$ cat src/rtl/memory_access.sv
// EX/MEM pipeline register and data-memory access controller: holds the
// execute-stage results, performs one dcache transaction per memory op and stalls until dhit.
module memory_access #(
  parameter int WORD_W = 32,
  parameter int REG_W  = 5
) (
  input  logic              CLK,
  input  logic              RST,
  input  logic              ihit,
  input  logic              flush,
  input  logic              ex_dREN,
  input  logic              ex_dWEN,
  input  logic [1:0]        ex_regSel,
  input  logic [WORD_W-1:0] ex_nPC,
  input  logic [WORD_W-1:0] ex_ALUOut,
  input  logic [WORD_W-1:0] ex_lui,
  input  logic [WORD_W-1:0] ex_store,
  input  logic              ex_regWr,
  input  logic [REG_W-1:0]  ex_regDst,
  input  logic              dhit,
  input  logic [WORD_W-1:0] dload,
  output logic              dmemREN,
  output logic              dmemWEN,
  output logic [WORD_W-1:0] dmemaddr,
  output logic [WORD_W-1:0] dmemstore,
  output logic              mem_stall,
  output logic              dREN,
  output logic              dWEN,
  output logic [1:0]        regSel,
  output logic [WORD_W-1:0] nPC,
  output logic [WORD_W-1:0] ALUOut,
  output logic [WORD_W-1:0] lui,
  output logic              regWr,
  output logic [REG_W-1:0]  regDst,
  output logic [WORD_W-1:0] dmemload,
  output logic [15:0]       stall_cnt
);

  typedef enum logic [1:0] {IDLE, ACCESS, DONE} state_t;

  state_t            state, state_nxt;
  logic              pending_flush, pending_flush_nxt;
  logic              advance;
  logic              latch_p0;
  logic              bubble_p0;
  logic              capture_p0;
  logic [WORD_W-1:0] store_p1;

  function automatic logic [15:0] sat_inc(input logic [15:0] v);
    return (v == 16'hFFFF) ? v : v + 16'd1;
  endfunction

  assign mem_stall = (state == ACCESS);
  assign advance   = ihit & ~mem_stall;

  // Next state and per-cycle register actions; flush outranks advance outside ACCESS
  always_comb begin
    state_nxt         = state;
    pending_flush_nxt = pending_flush;
    latch_p0          = 1'b0;
    bubble_p0         = 1'b0;
    capture_p0        = 1'b0;
    case (state)
      IDLE, DONE: begin
        if (flush) begin
          bubble_p0 = 1'b1;
          state_nxt = IDLE;
        end else if (advance) begin
          latch_p0  = 1'b1;
          state_nxt = (ex_dREN | ex_dWEN) ? ACCESS : IDLE;
        end
      end
      ACCESS: begin
        if (flush) pending_flush_nxt = 1'b1;
        if (dhit) begin
          if (pending_flush | flush) begin
            bubble_p0         = 1'b1;
            pending_flush_nxt = 1'b0;
            state_nxt         = IDLE;
          end else begin
            capture_p0 = dREN;
            state_nxt  = DONE;
          end
        end
      end
      default: state_nxt = IDLE;
    endcase
  end

  always_ff @(posedge CLK) begin
    if (RST) begin
      state         <= IDLE;
      pending_flush <= 1'b0;
      stall_cnt     <= 16'd0;
    end else begin
      state         <= state_nxt;
      pending_flush <= pending_flush_nxt;
      if (state == ACCESS) stall_cnt <= sat_inc(stall_cnt);
    end
  end

  // EX -> MEM boundary: held results, cleared on reset or bubble
  always_ff @(posedge CLK) begin
    if (RST || bubble_p0) begin
      dREN     <= 1'b0;
      dWEN     <= 1'b0;
      regSel   <= 2'd0;
      nPC      <= '0;
      ALUOut   <= '0;
      lui      <= '0;
      store_p1 <= '0;
      regWr    <= 1'b0;
      regDst   <= '0;
      dmemload <= '0;
    end else if (latch_p0) begin
      dREN     <= ex_dREN;
      dWEN     <= ex_dWEN;
      regSel   <= ex_regSel;
      nPC      <= ex_nPC;
      ALUOut   <= ex_ALUOut;
      lui      <= ex_lui;
      store_p1 <= ex_store;
      regWr    <= ex_regWr;
      regDst   <= ex_regDst;
      dmemload <= '0;
    end else if (capture_p0) begin
      dmemload <= dload;
    end
  end

  assign dmemREN   = mem_stall & dREN;
  assign dmemWEN   = mem_stall & dWEN;
  assign dmemaddr  = ALUOut;
  assign dmemstore = store_p1;

endmodule

$ cat config.mk
export PLATFORM = sky130hd
export DESIGN_NAME = memory_access
export DESIGN_NICKNAME = d
export VERILOG_FILES = /design/src/rtl/memory_access.sv
export SDC_FILE = /design/constraint.sdc
export NUM_CORES = 1
export LEC_CHECK = 0
export CELL_PAD_IN_SITES_DETAIL_PLACEMENT = 1
export CELL_PAD_IN_SITES_GLOBAL_PLACEMENT = 1
export CORE_MARGIN = 5
export CORE_UTILIZATION = 29
export DETAILED_ROUTE_END_ITERATION = 12
export PLACE_DENSITY = 0.95
export SYNTH_ARGS = -nofsm -noshare
export SYNTH_HDL_FRONTEND = slang
export SYNTH_SLANG_ARGS = --single-unit
$ cat constraint.sdc
create_clock -name CLK -period 4.9 [get_ports CLK]
set_clock_uncertainty 0.15 [all_clocks]
set_input_delay 0.49 -clock CLK [delete_from_list [all_inputs] [get_ports CLK]]
set_output_delay 0.49 -clock CLK [all_outputs]
set_load 0.05 [all_outputs]
==> results.toml <==
[detailed_routing]
avgViaCountPerCell = 4.75
drc_errors = 0
ant_nets = 0
drt_iter0_drc = 382
wl_microns = 28300
drt_first_pass_iters = 5
via_count = 7211
wire_per_inst_microns = 18.6

[setup_path]
cp.arrival_ns = 2.32
end_kind = "primary output"
rr_startpoint = "state[0]$_SDFFE_PP0P_"
cp.required_ns = 4.26
crit_fanout = 10
start_kind = "flop"
critical_path_class = "reg -> out"
r2r_slack_ns = 2.12
ff2ff_path_depth = 4
r2r_end = "dmemload[23]$_SDFFE_PP0P_"

[die]
coreArea_sq_um = 24100
start_util_pct = 29.2
die_width_microns = 166
fp.dieH_microns = 166
io_pins = 396
fp.dieArea_sq_um = 27500
fp-row-count = 57

[clocking]
cts_sinks = 189
cts_hold_buf = 0
cts_tree = "done"
cts_buffer_depth = 2
path_clk_slew_ns = 0.08
cts_buffers = 17
clk_latency_ns = 0.43
root_buffer = "clkbuf_16"
cts_setup_buffers = 0
cts.repair.resized = 0
cts.htree.levels = 4

[global_route]
grt_start_max_net_pins = 90
grt_use_total_pct = 19.9
grt_pass1_vias = 7882
antenna_found_initial = 1
grt_overflow = 0
grt_pass1_wl_microns = 44400

[min_path]
hp-start = "regDst[2]$_SDFFE_PP0P_"
worstHoldEndpoint = "regDst[2]$_SDFFE_PP0P_"
hold_class = "reg -> reg"
hold_depth = 2

[job]
maxCapViolCount = 0

[power_and_ir_drop]
p_comb_share_pct = 13.8
power_frac_seq_pct = 46.3
p_switching_mw = 0.958
power.total_mw = 3.42
p_sw_share_pct = 28.0
power_density_nw_per_um2 = 296
p_leak_nw = 4.11
p_int_mw = 2.46
peakVddDrop_mv = 0.177
pwr-share-clk_pct = 39.8

[synth]
yosysMostFrequentCell = "nand2_1"
ys_async_sr_fraction_pct = 0
syn_nets = 1030
ys.warnings.count = 0
synth.area.top_cells = "dfxtp_1, nand2_1, a21oi_1"
synth_common_cells = "nand2_1, dfxtp_1, a21oi_1"
synth-seq-cells = 189
synthFlopType = "dfxtp_1"
netlist_area_sq_um = 7040
synth_area_leader_cell = "dfxtp_1"
synth-seq-area-share_pct = 53.8
synth-edff-count = 0
avgSynthCellArea_sq_um = 8.24
synth_cell_types = 39
synthCells = 854
netlist.area_leader.share_pct = 53.8

[sta]
fin_crit_sh_pct = 60.4
rsz0062_at_grt = "false"
fin_crit_ns = 2.96
max_freq_ghz = 0.338
fin_tns_setup_ns = 0
max_slew_margin_pct = 26.7
finalSetupViolations = 0
worst_pin_slew_ns = 1.10
drv_slew = 0
hold_viol_final = 0

[place]
gp_congestion = 0.837
dp_hpwl_microns = 21500
io_buffer_count = 395

[finish]
nets = 1358
drive_gt1_share_pct = 3.60
areaGrowthSynthToFinish_pct = 64.2
nFillCells = 2841

[run_status]
status = "finished, final reports clean"
state kept, by name, summed over array words and instances (netlist names):
signal         flops
regDst             5
dWEN               1
lui               32
state              2
regSel             2
nPC               32
dmemstore         32
dmemload          32
stall_cnt         16
ALUOut            32
regWr              1
dREN               1
pending_flush      1
cell families after synthesis:
family                   after synthesis  synth area share (%)
multiplexers                          33                  4.69
AO/OA/AOI/OAI                        173                  13.0
AND/OR/NAND/NOR                      364                  21.5
buffers and inverters                 94                  6.90
flip-flops                           189                  53.8
adder cells (fa/ha/maj)                1                 0.178
placed cells by master (no fill, tap or decap), types with 3 or more instances in the layout:
master	count
a211oi_1	3
a21oi_1	154
buf_4	3
clkbuf_16	17
clkdlybuf4s50_1	395
clkinv_4	4
dfxtp_1	189
inv_1	3
inv_8	4
mux2i_1	33
nand2_1	285
nand3_1	3
nand4_1	4
nor2_1	35
nor3_1	5
o21ai_0	4
o31ai_1	7
or3_1	4
or4_1	9
routing by layer:
layer  global-route usage (%)  share of wire [%]
met3                     8.02                8.9
met4                     5.63                2.1
met2                     35.8                 50
met1                     21.5                 39
met5                        0                  0
critical path, stage by stage, from the launching register on:
cell             delay, ns
dfxtp_1               0.37
nand2b_2              0.18
clkinv_1              0.32
and2_1                0.31
clkdlybuf4s50_1       0.72
cell type report:
type | count | area, sq um | share of cell area [%]
Timing Repair Buffer | 399 | 4000 | 34.6
Inverter | 4 | 15.0 | 0.130
Clock buffer | 19 | 443 | 3.83
Clock inverter | 12 | 129 | 1.12
Sequential cell | 189 | 3780 | 32.7
Tap cell | 324 | 405 | 3.51
Multi-Input combinational cell | 571 | 2780 | 24.1
Antenna cell | 1 | 2.50 | 0.0217
through the flow:
step / util [%] / cells / hold slack (ns) / cell area [sq um] / setup slack, ns
3_5_place_dp: 45.6 / 1487 / 0.301 / 11000 / 1.50
5_1_grt: 47.9 / 1519 / 0.327 / 11600 / 1.69
6_report: 47.9 / 1519 / 0.305 / 11600 / 1.94
4_1_cts: 47.9 / 1518 / 0.308 / 11600 / 1.90
2_1_floorplan: - / 854 / 0.356 / 7040 / 2.60
3_3_place_gp: 45.6 / 1487 / 0.290 / 11000 / 1.67
power by group through the flow:
stage	combinational, mW	sequential, mW	clock (mW)
floorplan	0.137	1.71	0
global placement	0.466	1.62	0
detailed placement	0.476	1.62	0
CTS	0.478	1.58	1.41
global route	0.502	1.59	1.48
finish	0.473	1.58	1.36
worst max-delay path by stage:
stage | to | slack [ns] | start
6_report | dmemREN | 1.94 | state[1]$_SDFFE_PP0P_
5_1_grt | dmemload[23]$_SDFFE_PP0P_ | 1.69 | flush
4_1_cts | dmemREN | 1.90 | state[1]$_SDFFE_PP0P_
3_5_place_dp | dmemload[23]$_SDFFE_PP0P_ | 1.50 | flush
3_3_place_gp | dmemstore[27]$_SDFFE_PP0P_ | 1.67 | flush
2_1_floorplan | stall_cnt[14]$_SDFFE_PP0P_ | 2.60 | stall_cnt[5]$_SDFFE_PP0P_
(Power assumes the default switching activity.)
